`src/rtl/ps2_host_tx.sv`:
```
// PS/2 host-to-device transmitter.
// Sends one command byte to a PS/2 device using the host request-to-send
// sequence, then checks the device acknowledge. The PS2_CLK/PS2_DAT lines
// are open-drain. This block only produces active-high pull-low enables,
// and the top level turns them into the tri-state pin drivers.
`timescale 1ns/1ps

module ps2_host_tx #(
  parameter int INHIBIT_CYCLES = 6000,
  parameter int TIMEOUT_CYCLES = 750000
) (
  input  logic       clk,
  input  logic       reset_n,
  input  logic       start,
  input  logic [7:0] command,
  output logic       ready,
  output logic       busy,
  output logic       done,
  output logic       error,
  input  logic       ps2_clk_in,
  input  logic       ps2_data_in,
  output logic       ps2_clk_drive_low,
  output logic       ps2_data_drive_low
);

  localparam int INH_W = $clog2(INHIBIT_CYCLES) + 1;
  localparam int TO_W  = $clog2(TIMEOUT_CYCLES) + 1;

  localparam logic [INH_W-1:0] INH_LAST = INH_W'(INHIBIT_CYCLES - 1);
  localparam logic [TO_W-1:0]  TO_LAST  = TO_W'(TIMEOUT_CYCLES - 1);

  typedef enum logic [2:0] {
    S_IDLE,
    S_INHIBIT,
    S_REQUEST,
    S_SEND,
    S_ACK,
    S_WAIT_IDLE
  } state_t;

  state_t           state_q,   state_d;
  logic [8:0]       shift_q,   shift_d;    // {parity, data[7:0]}, LSB goes out first
  logic [3:0]       bit_cnt_q, bit_cnt_d;  // device clock edges consumed so far
  logic [INH_W-1:0] inh_cnt_q, inh_cnt_d;
  logic [TO_W-1:0]  to_cnt_q,  to_cnt_d;
  logic             clk_drv_q, clk_drv_d;
  logic             dat_drv_q, dat_drv_d;
  logic             done_q,    done_d;
  logic             error_q,   error_d;

  // Synchronizer chains. The clock chain has a third stage for edge detection.
  logic [2:0] clk_sync_q;
  logic [1:0] dat_sync_q;
  logic       clk_s;
  logic       dat_s;
  logic       fall;
  logic       timed_state;

  assign clk_s = clk_sync_q[1];
  assign dat_s = dat_sync_q[1];
  assign fall  = clk_sync_q[2] & ~clk_sync_q[1];

  // Timeout supervision only while waiting on the device.
  assign timed_state = (state_q == S_REQUEST) || (state_q == S_SEND) ||
                       (state_q == S_ACK)     || (state_q == S_WAIT_IDLE);

  // Two-flop synchronizers. They reset to the idle (released) line level so
  // that leaving reset never looks like a falling clock edge.
  always_ff @(posedge clk or negedge reset_n) begin
    if (!reset_n) begin
      clk_sync_q <= 3'b111;
      dat_sync_q <= 2'b11;
    end else begin
      clk_sync_q <= {clk_sync_q[1:0], ps2_clk_in};
      dat_sync_q <= {dat_sync_q[0], ps2_data_in};
    end
  end

  // Next-state, counters and registered line-drive decisions.
  always_comb begin
    state_d   = state_q;
    shift_d   = shift_q;
    bit_cnt_d = bit_cnt_q;
    inh_cnt_d = inh_cnt_q;
    to_cnt_d  = to_cnt_q;
    clk_drv_d = clk_drv_q;
    dat_drv_d = dat_drv_q;
    done_d    = 1'b0;
    error_d   = 1'b0;

    case (state_q)
      S_IDLE: begin
        clk_drv_d = 1'b0;
        dat_drv_d = 1'b0;
        if (start) begin
          shift_d   = {~^command, command};
          bit_cnt_d = '0;
          inh_cnt_d = '0;
          to_cnt_d  = '0;
          clk_drv_d = 1'b1;
          // A one-cycle inhibit puts the start bit on in its only cycle.
          dat_drv_d = (INH_LAST == '0);
          state_d   = S_INHIBIT;
        end
      end

      S_INHIBIT: begin
        if (inh_cnt_q == INH_LAST) begin
          // Release the clock and keep the start bit on the data line.
          clk_drv_d = 1'b0;
          dat_drv_d = 1'b1;
          to_cnt_d  = '0;
          state_d   = S_REQUEST;
        end else begin
          inh_cnt_d = inh_cnt_q + 1'b1;
          // Start bit overlaps the final clock-low cycle by one cycle.
          if (inh_cnt_d == INH_LAST) begin
            dat_drv_d = 1'b1;
          end
        end
      end

      // The clock fall caused by our own inhibit is synchronized and gone
      // long before the inhibit ends, so any fall seen here is the device's.
      S_REQUEST: begin
        if (fall) begin
          dat_drv_d = ~shift_q[0];
          shift_d   = {1'b1, shift_q[8:1]};
          bit_cnt_d = 4'd1;
          state_d   = S_SEND;
        end
      end

      S_SEND: begin
        if (fall) begin
          if (bit_cnt_q == 4'd9) begin
            // Tenth edge: release data for the stop bit, then expect ACK.
            dat_drv_d = 1'b0;
            state_d   = S_ACK;
          end else begin
            dat_drv_d = ~shift_q[0];
            shift_d   = {1'b1, shift_q[8:1]};
            bit_cnt_d = bit_cnt_q + 1'b1;
          end
        end
      end

      S_ACK: begin
        if (fall) begin
          if (!dat_s) begin
            state_d = S_WAIT_IDLE;
          end else begin
            error_d = 1'b1;
            state_d = S_IDLE;
          end
        end
      end

      S_WAIT_IDLE: begin
        if (clk_s && dat_s) begin
          done_d  = 1'b1;
          state_d = S_IDLE;
        end
      end

      default: begin
        state_d = S_IDLE;
      end
    endcase

    // Timeout restarts on every state change and on every device clock fall.
    // A normal state change wins over an expiry in the same cycle, which
    // keeps done and error mutually exclusive.
    if (timed_state) begin
      if ((state_d != state_q) || fall) begin
        to_cnt_d = '0;
      end else if (to_cnt_q == TO_LAST) begin
        to_cnt_d = '0;
        error_d  = 1'b1;
        done_d   = 1'b0;
        state_d  = S_IDLE;
      end else begin
        to_cnt_d = to_cnt_q + 1'b1;
      end
    end

    // Whatever path leads back to IDLE, both lines are released.
    if (state_d == S_IDLE) begin
      clk_drv_d = 1'b0;
      dat_drv_d = 1'b0;
    end
  end

  // State, datapath and output registers. Reset releases the lines at once.
  always_ff @(posedge clk or negedge reset_n) begin
    if (!reset_n) begin
      state_q   <= S_IDLE;
      shift_q   <= '0;
      bit_cnt_q <= '0;
      inh_cnt_q <= '0;
      to_cnt_q  <= '0;
      clk_drv_q <= 1'b0;
      dat_drv_q <= 1'b0;
      done_q    <= 1'b0;
      error_q   <= 1'b0;
    end else begin
      state_q   <= state_d;
      shift_q   <= shift_d;
      bit_cnt_q <= bit_cnt_d;
      inh_cnt_q <= inh_cnt_d;
      to_cnt_q  <= to_cnt_d;
      clk_drv_q <= clk_drv_d;
      dat_drv_q <= dat_drv_d;
      done_q    <= done_d;
      error_q   <= error_d;
    end
  end

  assign ready              = (state_q == S_IDLE);
  assign busy               = ~ready;
  assign done               = done_q;
  assign error              = error_q;
  assign ps2_clk_drive_low  = clk_drv_q;
  assign ps2_data_drive_low = dat_drv_q;

endmodule
```
`config.mk`:
```
export PLATFORM = sky130hd
export DESIGN_NAME = ps2_host_tx
export DESIGN_NICKNAME = d
export VERILOG_FILES = /design/src/rtl/ps2_host_tx.sv
export SDC_FILE = /design/constraint.sdc
export NUM_CORES = 1
export LEC_CHECK = 0
export ABC_AREA = 1
export BUFFER_PORTS_ARGS = -buffer_cell sky130_fd_sc_hd__buf_2
export CORE_UTILIZATION = 34
export DETAILED_ROUTE_END_ITERATION = 6
export PLACE_DENSITY = 0.48
export SYNTH_ARGS = -nofsm -noshare
export SYNTH_HDL_FRONTEND = slang
export SYNTH_SLANG_ARGS = --single-unit
```
`constraint.sdc`:
```
create_clock -name clk -period 2.05 [get_ports clk]
set_input_delay 0.41 -clock clk [delete_from_list [all_inputs] [get_ports clk]]
set_output_delay 0.41 -clock clk [all_outputs]
set_load 0.005 [all_outputs]
```
Yosys cells after proc, flatten, opt, wreduce, memory -nomap -nowiden
Cells that the tools add are included.

operators by class
  muxes and demuxes = 53
  shift operators = 0
  multipliers = 0
  div/mod/pow operators = 0
  add/sub/neg operators = 3
  magnitude comparators = 0
  equal/unequal tests = 21
  reductions and logical operators = 18
  bitwise operators = 4

operators by type and width
  cell                   count
  $mux 21                5
  $pmux 21 s2            1
  $mux 9                 4
  $mux 3                 11
  $eq 14x13->1 const B   2
  $mux 14                2
  $pmux 14 s2            1
  $pmux 9 s3             1
  $add 21x1->21 const B  1
  $eq 21x20->1 const B   1
  $mux 1                 20
  $pmux 3 s6             1
  $mux 4                 4
  $add 14x1->14 const B  1
  $pmux 4 s3             1
  $ne 2x2->1 const B     5
  $ne 3x2->1 const B     3
  $reduce_bool 3->1      3
  $reduce_xnor 8->1      1
  $eq 3x2->1 const B     2
  $eq 3x3->1 const B     2
  $logic_not 3->1        2
  $ne 3x3->1 const B     2
  $reduce_and 3->1       2
  16 further kinds       21

storage, ports and cells
  register bits = 60
  memory bits (writable) = 0
  memories kept = 0
  memory bits (read-only) = 0
  output and inout port bits = 6
  input bits = 13
  latch bits = 0

Depth between registers and ports, before layout
  word-level depth = 11
  depth in mapped cells = 15

Least setup slack after synthesis
Ideal clock, no wire load.

  path type = register -> register
  start = register inh_cnt_q[0]
  end = register to_cnt_q[4]
  setup time = 69 ps
  setup slack = 148 ps
  arrival time = 1833 ps
  stages on the path, launching flop included = 14
  path through = dfrtp_1 -> ha_1 -> nand2_1 -> nor2_2 -> nand3_2 -> nand2_4 -> nand3_1 -> nand2_1 -> nand2_2 -> nor2_8 -> inv_4 -> nand2_2 -> inv_2 -> nor2_2

between the ends
  longest elaborated chain between the ends = 7

RTL lines
  what                      line  text
  start: declaration        44    logic [INH_W-1:0] inh_cnt_q, inh_cnt_d;
  start signal: assignment  210   inh_cnt_q <= inh_cnt_d;
  $eq 14x13->1 (*)          108   if (inh_cnt_q == INH_LAST) begin
  $mux 3                    108
  $pmux 3 s6                91    case (state_q)
  $ne 3x3->1                175   if ((state_d != state_q) || fall) begin
  $logic_or 1x1->1          175
  $mux 21                   175
  $mux 21                   174   if (timed_state) begin
  end signal: assignment    211   to_cnt_q <= to_cnt_d;
  end: declaration          45    logic [TO_W-1:0] to_cnt_q, to_cnt_d;

Mark *: on every way between the ends. The rest lies on a longest branch, timed or not.
A chain may end at the register's enable or synchronous reset.

Worst setup path in the final report
  start = register inh_cnt_q[0]
  end = register to_cnt_q[3]

The elaborated chain is that of the path after synthesis.

==> impl_metrics.json <==
{
  "power_density_nw_per_um2": 946.7,
  "areaGrowthSynthToFinish_pct": 23.18,
  "vias": 3152,
  "syn-num-nets": 469,
  "max_cap_violations": 0,
  "syn-cell-area_sq_um": 3481,
  "final_common_cell": "nand2_1",
  "nFillCells": 1030,
  "fin_util": 0.4347,
  "htreeDepth": 3,
  "critPathRequiredTime_ns": 2.28,
  "multi_input_area_sq_um": 1769,
  "timing.hold.ws_ns": 0.03614,
  "clock_skew_ns": 0.008560,
  "firstDrtPassIters": 4,
  "ir_drop_mv": 0.4582,
  "grt_pass1_wl_microns": 14660,
  "antenna_found_initial": 0,
  "dp_hpwl_microns": 6431,
  "clk_latency_ns": 0.35,
  "core_sq_um": 9864,
  "max_freq_mhz": 501.4,
  "avgSynthCellArea_sq_um": 7.718,
  "io_pins": 19,
  "relSlewSlack": 0.6436,
  "cts-root-buf": "clkbuf_8",
  "ys.flop_type": "dfrtp_1",
  "start_util": 0.3529,
  "setup_violations": 0,
  "cts_tree": "built",
  "globalplace.congestion": 0.8330,
  "port_buffers": 18,
  "p_leak_nw": 1.972,
  "timing.rr.end": "to_cnt_q[3]",
  "die_w_microns": 103.2,
  "die_area_sq_um": 10650,
  "async_flop_share": 1.000,
  "cts_buffer_depth": 2,
  "nets": 526,
  "layout_common_cells": "nand2_1, inv_1, dfrtp_1, nor2_1, nand3_1",
  "final_layout_size_suffix_gt1_frac": 0.2261,
  "hold_viol": 0,
  "power.total_mw": 4.059,
  "critical_path_buf_inv_count": 3,
  "path_class": "reg -> reg",
  "seq_area_frac_synth": 0.4331,
  "finalSetupTns_ns": 0,
  "slowest_delay_ns": 0.40,
  "synth-seq-cells": 60,
  "synth_edf_count": 0,
  "path_clk_slew_ns": 0.08,
  "cts_sinks": 60,
  "remaining_drc_errors": 0,
  "drv_slew": 0,
  "worst_r2r_startpoint": "inh_cnt_q[0]",
  "run_status": "complete, no violations",
  "yosysUniqueCellTypes": 38,
  "grt-ovfl-total": 0,
  "finalCritPeriodShare": 0.9729,
  "dr.first_iter.drc_count": 115,
  "critPathMostFrequentCell": "nand2_2",
  "end_kind": "flip-flop",
  "drtAntennaViolNets": 0,
  "post_drt_wl_per_cell_microns": 13.42,
  "worstMarginPinSlew_ns": 0.5346,
  "drt_wl_total_microns": 8667,
  "rr_worst_depth": 13,
  "hp-class": "in -> async",
  "dieHeight_microns": 103.2,
  "cp_slowest_cell": "dfrtp_1",
  "track_usage": 0.1819,
  "cp_cell_sequence": "ha_4, nand2_2, nor2_4, buf_4, nand4_1, a21boi_1, nor2_2, nand2_2, nor2_8, inv_8, nand2_2, inv_4, nor2_2",
  "crit_family": "simple AND/OR/NAND/NOR gates",
  "crit_fanout": 10,
  "worst_setup_path_start_kind": "flip-flop",
  "grt_max_degree": 41,
  "yosys_warnings": 0,
  "r2r_slack_ns": 0.06,
  "grt_pass1_vias": 3040,
  "cts_buffers": 9,
  "timing.critical_path.depth": 13,
  "register_area_sq_um": 1511,
  "finalCriticalPeriod_ns": 1.995,
  "arrival_ns": 2.23,
  "post_drt_via_cell_ratio": 4.879,
  "rows": 36,
  "syn_inst": 451,
  "diodes": 0
}
-- report_power, final --
| group | internal (mW) | leakage (nW) | switching (mW) |
|---|---|---|---|
| clock network | 0.690 | 0.106 | 0.527 |
| logic | 0.490 | 1.09 | 0.703 |
| registers | 1.43 | 0.781 | 0.221 |
| total | 2.61 | 1.97 | 1.45 |
-- cell families after synthesis --
| logic type | share of synthesized area |
|---|---|
| simple gates | 0.3009 |
| buf+inv | 0.07908 |
| compound gates | 0.1179 |
| flops | 0.4331 |
| xor+xnor | 0.04781 |
| fa+ha+maj | 0.01797 |
| mux | 0.003235 |
-- sequential cells by signal (all words and copies together) (netlist names) --
register            flops
to_cnt_q               21
inh_cnt_q              14
shift_q                 9
bit_cnt_q               4
clk_sync_q              3
state_q                 3
dat_sync_q              2
done                    1
error                   1
ps2_clk_drive_low       1
ps2_data_drive_low      1
-- metrics by stage --
step / area, sq um / worst slack, ns / instances
global route: 4288 / -0.04915 / 646
detailed placement: 3928 / 0.06286 / 623
finish: 4288 / 0.05547 / 646
floorplan: 3481 / 0.1482 / 451
CTS: 4153 / 0.04000 / 639
global placement: 3928 / 0.08130 / 623
-- per-layer routing --
| layer | GRT usage | up-vias | share of wire |
|---|---|---|---|
| met2 | 0.2933 | 35 | 0.48 |
| met5 | 0 | - | 0 |
| li1 | - | 1610 | - |
| met1 | 0.2431 | 1496 | 0.49 |
| met4 | 0.06717 | 0 | 0.012 |
| met3 | 0.03562 | 11 | 0.019 |
-- how the worst max path moves through the flow --
stage | start | to | slack, ns
after detailed placement | clk_sync_q[2] | to_cnt_q[2] | 0.06
after global placement | state_q[2] | to_cnt_q[2] | 0.08
final | inh_cnt_q[0] | to_cnt_q[3] | 0.06
after global routing | inh_cnt_q[0] | to_cnt_q[3] | -0.05
after floorplan | inh_cnt_q[0] | to_cnt_q[4] | 0.15
after CTS | clk_sync_q[2] | to_cnt_q[2] | 0.04
-- timing repair --
action,in CTS,in global routing
resized for setup,0,22
setup buffers,0,7
endpoints found under the setup margin,0,35
hold buffers,0,0
-- Yosys cell counts (2+ instances only) --
master    count  area, sq um
inv_1        55        206.5
xnor2_1       8        70.07
nor3_2        3        30.03
o22ai_1      16        100.1
nand3_1      38        190.2
xor2_1       11        96.34
and2_1        2        12.51
nor4_1        3        18.77
nand4_1      13        81.33
dfstp_2       5        131.4
nand3_2       2        20.02
dfrtp_1      55         1376
nand2_1      94        352.8
clkbuf_1      4        15.01
nand2_2       3        18.77
ha_1          5        62.56
nor2_1       52        195.2
buf_2         2        10.01
nor2_2        8        50.05
o21ai_1       6        30.03
nor3_1        6        30.03
a21oi_1       9        45.04
o31ai_1      13        97.59
inv_2         8        30.03
o21ai_0      17        85.08
-- layout make-up --
class / count / area share
Tap cell: 133 / 0.03881
Multi-Input combinational cell: 320 / 0.4126
Clock inverter: 7 / 0.02364
Sequential cell: 60 / 0.3525
Clock buffer: 9 / 0.02889
Inverter: 64 / 0.05836
Timing Repair Buffer: 53 / 0.08521
Power figures use the tool's default switching activity.
